## src/rtl/axi_pkg.sv

```systemverilog
// axi_pkg: shared burst-writer FSM states and AXI3 write-channel constants
package axi_pkg;
  typedef enum logic [1:0] {IDLE, ADDR, DATA, RESP} state_t;
  localparam logic [2:0] SIZE_4B = 3'b010;
  localparam logic [1:0] BURST_INCR = 2'b01;
  localparam logic [1:0] RESP_OKAY = 2'b00;
endpackage

```

## src/rtl/axi_burst_writer.sv

```systemverilog
// axi_burst_writer: issues one AXI3 INCR write burst per start, fed from a FWFT FIFO
module axi_burst_writer
  import axi_pkg::*;
#(
  parameter logic [5:0] AWID_VAL = 6'd0,
  parameter int ERR_W = 16
) (
  input  logic             clk,
  input  logic             reset_n,
  input  logic [31:0]      addr,
  input  logic [3:0]       burstlen,
  input  logic             start,
  output logic             busy,
  input  logic [31:0]      data,
  output logic             advance,
  output logic [5:0]       awid,
  output logic [31:0]      awaddr,
  output logic [3:0]       awlen,
  output logic [2:0]       awsize,
  output logic [1:0]       awburst,
  output logic             awvalid,
  input  logic             awready,
  output logic [5:0]       wid,
  output logic [31:0]      wdata,
  output logic [3:0]       wstrb,
  output logic             wlast,
  output logic             wvalid,
  input  logic             wready,
  input  logic [1:0]       bresp,
  input  logic             bvalid,
  output logic             bready,
  output logic [ERR_W-1:0] err_count
);
  state_t state, state_nx;
  logic [31:0] addr_q;
  logic [3:0] len_q, beat;
  assign awid = AWID_VAL;
  assign wid = AWID_VAL;
  assign awsize = SIZE_4B;
  assign awburst = BURST_INCR;
  assign wstrb = 4'hF;
  assign awaddr = addr_q;
  assign awlen = len_q;
  assign wdata = data;
  assign busy = state != IDLE;
  // state register; reset abandons any burst in flight
  always_ff @(posedge clk or negedge reset_n)
    if (!reset_n) state <= IDLE;
    else state <= state_nx;
  // burst parameters are captured only when idle, so start while busy is ignored
  always_ff @(posedge clk or negedge reset_n)
    if (!reset_n) begin
      addr_q <= '0;
      len_q <= '0;
    end else if (state == IDLE && start) begin
      addr_q <= addr & ~32'h3;
      len_q <= burstlen;
    end
  // beat index restarts as the address handshake hands over to the data phase
  always_ff @(posedge clk or negedge reset_n)
    if (!reset_n) beat <= '0;
    else if (state == ADDR && awready) beat <= '0;
    else if (advance) beat <= beat + 4'd1;
  // saturating count of error responses
  always_ff @(posedge clk or negedge reset_n)
    if (!reset_n) err_count <= '0;
    else if (state == RESP && bvalid && bresp != RESP_OKAY && err_count != '1)
      err_count <= err_count + ERR_W'(1);
  // next state and per-state channel strobes
  always_comb begin
    state_nx = state;
    awvalid = 1'b0;
    wvalid = 1'b0;
    wlast = 1'b0;
    bready = 1'b0;
    advance = 1'b0;
    case (state)
      IDLE: state_nx = start ? ADDR : IDLE;
      ADDR: begin
        awvalid = 1'b1;
        state_nx = awready ? DATA : ADDR;
      end
      DATA: begin
        wvalid = 1'b1;
        wlast = beat == len_q;
        advance = wready;
        state_nx = (wready && wlast) ? RESP : DATA;
      end
      default: begin
        bready = 1'b1;
        state_nx = bvalid ? IDLE : RESP;
      end
    endcase
  end
endmodule

```

## config.mk

```make
export PLATFORM = sky130hd
export DESIGN_NAME = axi_burst_writer
export DESIGN_NICKNAME = d
export VERILOG_FILES = /design/src/rtl/axi_pkg.sv /design/src/rtl/axi_burst_writer.sv
export SDC_FILE = /design/constraint.sdc
export NUM_CORES = 1
export LEC_CHECK = 0
export ABC_CLOCK_PERIOD_IN_PS = 4500
export BUFFER_PORTS_ARGS = -buffer_cell sky130_fd_sc_hd__buf_2
export CAP_MARGIN = 10
export CORE_MARGIN = 2
export CORE_UTILIZATION = 46
export CTS_CLUSTER_DIAMETER = 30
export CTS_CLUSTER_SIZE = 10
export DETAILED_ROUTE_END_ITERATION = 6
export PLACE_DENSITY_LB_ADDON = 0.12
export SYNTH_ARGS = -nofsm -noshare
export SYNTH_HDL_FRONTEND = slang
export SYNTH_SLANG_ARGS = --single-unit
```

## constraint.sdc

```tcl
create_clock -name clk -period 4.5 [get_ports clk]
set_clock_uncertainty 0.15 [all_clocks]
set_input_delay 0.9 -clock clk [delete_from_list [all_inputs] [get_ports clk]]
set_output_delay 0.9 -clock clk [all_outputs]
set_load 0.01 [all_outputs]
```

Word-level counts from Yosys, hierarchy flattened
Cells that the tools add are included.

storage, ports and cells
  flip-flop bits (word level) = 56
  bits of input ports = 76
  output and inout port bits = 111
  logic and storage cells = 35

cells by class
  add/sub/neg operators = 2
  equal/unequal tests = 5
  multiplexer cells = 12
  reductions and logical operators = 11

operator list
  operator                 number
  $add A16 B1 Y16 const B  1
  $ne A16 B16 Y1 const B   1
  $mux W4                  2
  $mux W1                  7
  $logic_and A1 B1 Y1      6
  $pmux W2 S3              1
  $reduce_bool A2 Y1       3
  $add A4 B1 Y4 const B    1
  $eq A2 B2 Y1 const B     2
  $eq A4 B4 Y1             1
  $mux W2                  2
  $reduce_or A3 Y1         1
  $eq A2 B1 Y1 const B     1
  $logic_not A2 Y1         1

Depth between registers and ports, before layout
Gate-level depths: netlist (run 1).

  depth in word-level cells = 4
  depth in mapped cells = 6
  depth with buffers taken out = 5

Worst setup path after synthesis (run 1)
No wires, ideal clock.

  path type = input -> output
  from = in wready
  to = out advance
  arrival time = 1.303 ns
  path slack = 2.147 ns
  stages = 2
  path buffers = 1
  path through = and3b_1 > clkbuf_1

on the way
  word-level cells in the longest chain between the ends = 1

ends and longest elaborated chain
  element      line                    text
  from (decl)  axi_burst_writer.sv:28  input logic wready,
  $mux W1      axi_burst_writer.sv:77  case (state)
  to (decl)    axi_burst_writer.sv:15  output logic advance,

No other way between the ends.

Final worst setup path (run 1)
  from = reg len_q[3], in the netlist awlen[3]
  to = out wlast

on the way
  word-level cells in the longest chain between the ends = 2

ends and longest elaborated chain
  element                 line                    text
  from (decl)             axi_burst_writer.sv:36  logic [3:0] len_q, beat;
  from (signal assigned)  axi_burst_writer.sv:57  len_q <= burstlen;
  $eq A4 B4 Y1            axi_burst_writer.sv:85  wlast = beat == len_q;
  $mux W1                 axi_burst_writer.sv:77
  to (decl)               axi_burst_writer.sv:26  output logic wlast,

No other way between the ends.

==> impl_metrics.env, run 1 <==
export IMPL_relSlewSlack_pct=35.74
export IMPL_num_vias=1897
export IMPL_ys_warn_count=0
export IMPL_clock_latency_ns=0.31
export IMPL_p_sw_uw=656.0
export IMPL_crit_chain="xor2_1, nor4_1, and2_1, buf_2"
export IMPL_io_pins=187
export IMPL_grt_pass1_wl_mm=8.873
export IMPL_cp_slowest_stage_delay_ns=0.42
export IMPL_syn_area_per_cell_um2=12.09
export IMPL_clockBufferDepth=2
export IMPL_detail_route_wl_per_cell_um=13.66
export IMPL_synthArstFlopShare_pct=100.0
export IMPL_hold_path_depth=1
export IMPL_p_int_uw=1248
export IMPL_cts_hold_buf=0
export IMPL_drive_gt1_share_pct=46.60
export IMPL_power_frac_comb_pct=37.6
export IMPL_grt_usage_pct=15.60
export IMPL_via_per_inst=4.915
export IMPL_drc_errors=0
export IMPL_area_growth_syn_to_layout_pct=11.80
export IMPL_dpl_hpwl_mm=3.935
export IMPL_critPathKind="reg2out"
export IMPL_timing_rr_end="awaddr[10]"
export IMPL_seqCellArea_um2=1401
export IMPL_root_buffer="clkbuf_8"
export IMPL_syn_area_um2=2927
export IMPL_drt_total_wl_mm=5.272
export IMPL_antenna_found_initial=0
export IMPL_path_buf_inv=1
export IMPL_outcome="finished clean"
export IMPL_grt_max_degree=35
export IMPL_timing_rr_start="state[0]"
export IMPL_max_freq_ghz=0.3749
export IMPL_drtIter0Drc=58
export IMPL_setup_tns_ns=0
export IMPL_dieArea_um2=7016
export IMPL_setup_viol=0
export IMPL_multi_input_area_um2=1149
export IMPL_finalPower_uw=1904
export IMPL_cts_clk_slew_worst_paths_ns=0.10
export IMPL_critPathSlowestCell="dfrtp_1"
export IMPL_postRouteAntennaNets=0
export IMPL_seq_area_frac_synth_pct=47.88
export IMPL_cts_num_sinks=56
export IMPL_r2r_cells=3
export IMPL_fp_dieW_um=83.76
export IMPL_synth_top_area_share_pct=47.88
export IMPL_min_period_ns=2.667
export IMPL_htree_levels=2
export IMPL_holdPathEnd="awaddr[12]"
export IMPL_post_cts_setup_buffers=0
export IMPL_grt_overflow=0
export IMPL_synth_edf_count=0
export IMPL_p_sw_share_pct=34.46
export IMPL_synth_most_common_cell="buf_4"
export IMPL_rsz0062_at_grt="false"
export IMPL_min_from="awaddr[12]"
export IMPL_p_per_area_nw_per_um2=581.8
export IMPL_coreArea_um2=6241
export IMPL_fin_nets=386
export IMPL_cp_required_ns=3.45
export IMPL_p_clk_share_pct=18.1
export IMPL_irDropWorstVdd_v=0.0002608
export IMPL_cts_repair_resized=0
export IMPL_hp_class="reg2reg"
export IMPL_path_max_fanout=3
export IMPL_pwr_share_seq_pct=44.3
export IMPL_worst_pin_slew_ns=0.9616
export IMPL_yosys_register_bits=56
export IMPL_die_y_um=83.76
export IMPL_p_leak_uw=0.001660
export IMPL_critPathLaunchType="register"
export IMPL_critical_path_top_delay_family="simple AND/OR/NAND/NOR gates"
export IMPL_port_buffers=97
export IMPL_syn_inst=242
export IMPL_fin_crit_sh_pct=59.27
export IMPL_firstDrtPassIters=4
export IMPL_synthTopCellsByArea="dfrtp_1, buf_4, mux2_2, xor2_1, mux2_1"
export IMPL_synth_area_leader_cell="dfrtp_1"
export IMPL_cap_violations=0
export IMPL_first_global_vias=1832
export IMPL_initial_core_util_pct=46.89
export IMPL_critPathArrivalTime_ns=1.62
export IMPL_ys_types=43
export IMPL_cts_tree="built"
export IMPL_synthTopCellsByCount="buf_4, dfrtp_1, mux2_2"
export IMPL_rows=29
export IMPL_slew_violations=0
export IMPL_gp_congestion=0.7402
export IMPL_hold_viol=0
export IMPL_r2r_slack_ns=2.26
export IMPL_cts_made_buffers=5
export IMPL_diodes=0
export IMPL_crit_path_end_kind="output pin"
export IMPL_ys_flop_type="dfrtp_1"
export IMPL_n_fill_cell=572
power by group through the flow:
stage               clock, µW  sequential (µW)  combinational (µW)
floorplan                   0              922                 418
global route              372              876                 792
CTS                       356              845                 733
detailed placement          0              855                 732
finish                    344              843                 717
global placement            0              846                 724
stage by stage:
step | util (%) | setup WS [ns] | hold slack [ns] | area, µm² | std cells
after floorplan | - | 2.147 | 0.3734 | 3005 | 263
after global placement | 50.48 | 1.984 | 0.3167 | 3151 | 378
after detailed placement | 50.48 | 1.957 | 0.3218 | 3151 | 378
after CTS | 52.43 | 1.816 | 0.3440 | 3272 | 386
after global routing | 52.43 | 1.748 | 0.3488 | 3272 | 386
final | 52.43 | 1.833 | 0.3377 | 3272 | 386
worst max-delay path by stage:
stage / cells past startpoint / to / slack, ns / from
2_1_floorplan: 2 / advance / 2.15 / wready
5_1_grt: 4 / wlast / 1.75 / awlen[3]
3_3_place_gp: 3 / advance / 1.98 / wready
3_5_place_dp: 4 / awaddr[10] / 1.96 / start
4_1_cts: 4 / wlast / 1.82 / awlen[3]
6_report: 4 / wlast / 1.83 / awlen[3]
worst reg2reg max path, stage by stage, from the launching register on:
cell and delay (ns):
dfrtp_1 0.49, or2_1 0.31, nor2_4 0.73, mux2_2 0.44
placed cells by master, fill, tap and decap left out, types with 2 or more instances in the layout:
cell type / n
nor4_2: 3
nand4_1: 4
mux2_2: 26
xnor2_1: 2
mux2_1: 9
a31oi_1: 3
nand2_1: 6
or2_1: 2
dfrtp_1: 56
clkbuf_8: 6
inv_1: 3
xor2_1: 14
nand3_1: 4
nor3_1: 3
conb_1: 23
a21oi_1: 5
buf_2: 97
and2_1: 2
nor2_1: 11
nand4_4: 2
ha_1: 2
o41ai_1: 2
or3_1: 2
metal layers:
metal	share of wire (%)	GRT usage, %
met1	43	19.66
met2	47	25.67
met3	7.4	3.363
met4	2.7	7.185
met5	0	0
cell families (layout without fill, tap and decap cells):
family,Yosys count,after routing,synth area share [%]
multiplexers,37,37,14.32
flip-flops,56,56,47.88
other,2,23,0.2566
XOR/XNOR,16,16,4.789
AO/OA/AOI/OAI,18,18,4.575
buffers and inverters,63,109,15.56
adder cells (fa/ha/maj),2,2,0.8549
AND/OR/NAND/NOR,48,48,11.76
final cells by class:
class / count / share of cell area, %
Clock buffer: 6 / 2.524
Clock inverter: 2 / 1.185
Inverter: 3 / 0.3442
Multi-Input combinational cell: 144 / 35.11
Sequential cell: 56 / 42.83
Tap cell: 77 / 2.945
Timing Repair Buffer: 98 / 15.07
registers in the layout (all words and copies together), names as in the netlist:
signal and cells:
err_count 16, awlen 4, beat 4, state 2, awaddr 30
(Power assumes the default switching activity.)
==> run 2, diff against run 1 <==
--- a/config.mk
+++ b/config.mk
@@ -5,11 +5,11 @@
 export SDC_FILE = /design/constraint.sdc
 export NUM_CORES = 1
 export LEC_CHECK = 0
-export ABC_CLOCK_PERIOD_IN_PS = 4500
+export ABC_CLOCK_PERIOD_IN_PS = 2200
 export BUFFER_PORTS_ARGS = -buffer_cell sky130_fd_sc_hd__buf_2
 export CAP_MARGIN = 10
 export CORE_MARGIN = 2
-export CORE_UTILIZATION = 46
+export CORE_UTILIZATION = 39
 export CTS_CLUSTER_DIAMETER = 30
 export CTS_CLUSTER_SIZE = 10
 export DETAILED_ROUTE_END_ITERATION = 6
==> constraint.sdc (replaced) <==
create_clock -name clk -period 2.2 [get_ports clk]
set_clock_uncertainty 0.15 [all_clocks]
set_input_delay 0.44 -clock clk [delete_from_list [all_inputs] [get_ports clk]]
set_output_delay 0.44 -clock clk [all_outputs]
set_load 0.01 [all_outputs]
==> run 2 against run 1 <==
Effect of this change:
- non-clock buffer count is 4 higher
- critical endpoint unchanged
- die area rose by 17%
- global-route usage shrank 1.9 points
- total power up 100%
- worst setup slack lost 1.7 ns
- final cell count up 6.7%
- wire length rose by 1.7%
- critical path depth is the same
- largest power group unchanged
- flip-flop and latch count did not move
- sequential share of layout area is 0.65 points lower
- hold slack got worse by 0.14 ns
==> impl_metrics.env, run 2 (synthesized netlist as in run 1, its figures left out) <==
export IMPL_worst_pin_slew_ns=0.5145
export IMPL_cap_violations=0
export IMPL_die_y_um=90.63
export IMPL_cts_num_sinks=56
export IMPL_p_clk_share_pct=15.2
export IMPL_irDropWorstVdd_v=0.0004740
export IMPL_cp_required_ns=1.61
export IMPL_clockBufferDepth=2
export IMPL_p_leak_uw=0.001675
export IMPL_min_period_ns=2.069
export IMPL_hold_path_depth=2
export IMPL_root_buffer="clkbuf_8"
export IMPL_antenna_found_initial=0
export IMPL_fin_crit_sh_pct=94.06
export IMPL_cts_clk_slew_worst_paths_ns=0.10
export IMPL_port_buffers=97
export IMPL_diodes=0
export IMPL_slew_violations=0
export IMPL_post_cts_setup_buffers=0
export IMPL_path_max_fanout=3
export IMPL_most_common_layout_cells="buf_2, dfrtp_1, mux2_2, conb_1, xor2_1"
export IMPL_fp_dieW_um=90.63
export IMPL_crit_path_end_kind="output pin"
export IMPL_timing_rr_end="err_count[1]"
export IMPL_critPathArrivalTime_ns=1.48
export IMPL_p_sw_uw=1348
export IMPL_drc_errors=0
export IMPL_pwr_share_seq_pct=45.2
export IMPL_via_per_inst=4.536
export IMPL_critPathLaunchType="register"
export IMPL_grt_pass1_wl_mm=9.149
export IMPL_hp_class="in2reg"
export IMPL_setup_tns_ns=0
export IMPL_drtIter0Drc=30
export IMPL_hold_viol=0
export IMPL_final_common_cell="buf_2"
export IMPL_p_per_area_nw_per_um2=1144
export IMPL_fin_nets=390
export IMPL_dpl_hpwl_mm=4.002
export IMPL_drive_gt1_share_pct=47.28
export IMPL_critPathKind="reg2out"
export IMPL_cts_made_buffers=5
export IMPL_cts_tree="built"
export IMPL_num_vias=1869
export IMPL_setup_viol=0
export IMPL_grt_overflow=0
export IMPL_p_sw_share_pct=35.49
export IMPL_gp_congestion=0.6986
export IMPL_rsz0062_at_grt="false"
export IMPL_power_frac_comb_pct=39.6
export IMPL_final_cells=412
export IMPL_r2r_cells=5
export IMPL_grt_usage_pct=13.71
export IMPL_postRouteAntennaNets=0
export IMPL_initial_core_util_pct=40.35
export IMPL_rows=31
export IMPL_timing_rr_start="err_count[0]"
export IMPL_firstDrtPassIters=4
export IMPL_coreArea_um2=7253
export IMPL_largest_reg_flops=30
export IMPL_dieArea_um2=8213
export IMPL_drt_total_wl_mm=5.360
export IMPL_r2r_slack_ns=0.28
export IMPL_clock_latency_ns=0.30
export IMPL_relSlewSlack_pct=65.44
export IMPL_p_int_uw=2451
export IMPL_outcome="finished clean"
export IMPL_area_growth_syn_to_layout_pct=13.51
export IMPL_n_fill_cell=707
export IMPL_min_from="addr[20]"
export IMPL_holdPathEnd="awaddr[20]"
export IMPL_grt_max_degree=38
export IMPL_io_pins=187
export IMPL_first_global_vias=1824
export IMPL_dp_cells=403
export IMPL_detail_route_wl_per_cell_um=13.01
export IMPL_htree_levels=2
export IMPL_max_freq_ghz=0.4832
run 2: changes by cell type in the layout (fill, tap and decap cells not counted), sizes merged:
cell         change
bufinv           -1
clkinv           +1
buf              +3
dlygate4sd3      +1
run 2: cell type report:
| cell class | instances | area (µm²) | share of cell area, % |
|---|---|---|---|
| timing repair buffer | 102 | 538.0 | 16.20 |
| clock buffer | 6 | 82.58 | 2.486 |
| tap | 99 | 123.9 | 3.729 |
| sequential | 56 | 1401 | 42.18 |
| multi-input combinational | 144 | 1155 | 34.76 |
| inverter | 3 | 11.26 | 0.3390 |
| clock inverter | 2 | 10.01 | 0.3013 |
run 2: timing repair:
| action | in CTS | in global routing |
|---|---|---|
| resized for setup | 0 | 1 |
| endpoints found under the hold margin | 19 | 0 |
| setup endpoints to repair | 0 | 1 |
| hold buffers | 1 | 0 |
run 2: critical path, stage by stage (launching register included):
cell     delay [ns]
dfrtp_1        0.41
xor2_1         0.17
nor4_2         0.31
and2_1         0.16
buf_2          0.13
run 2: worst max path at each step:
stage          cells after the start  slack, ns         start           end
6_report                           4       0.13      awlen[3]         wlast
5_1_grt                            4       0.02       beat[2]         wlast
4_1_cts                            4       0.03      awlen[2]         wlast
3_5_place_dp                       5       0.30  err_count[0]  err_count[1]
3_3_place_gp                       5       0.28  err_count[0]  err_count[1]
2_1_floorplan                      5       0.37  err_count[0]  err_count[1]
run 2: routing by layer:
metal	track usage, %	wire [µm]	vias to the layer above
met5	0	0	-
met4	5.256	66	0
met3	3.923	404	8
met2	21.95	2553	71
met1	17.57	2336	892
li1	-	-	898
run 2: power by group through the flow:
stage	Clock, µW	Combinational [µW]	Sequential (µW)
2_1_floorplan	0	855	1880
3_3_place_gp	0	1500	1730
3_5_place_dp	0	1520	1740
4_1_cts	615	1520	1720
5_1_grt	646	1650	1790
6_report	579	1500	1720
run 2: metrics by stage:
stage | setup WS, ns | util [%] | cell area, µm² | hold slack [ns] | total power (µW)
after floorplan | 0.3704 | - | 3005 | -0.005591 | 2740
after global placement | 0.2842 | 44.30 | 3213 | 0.2785 | 3231
after detailed placement | 0.2952 | 44.30 | 3213 | 0.2832 | 3259
after CTS | 0.02522 | 45.71 | 3316 | 0.1870 | 3856
after global routing | 0.01728 | 45.80 | 3322 | 0.1889 | 4087
final | 0.1306 | 45.80 | 3322 | 0.1956 | 3799
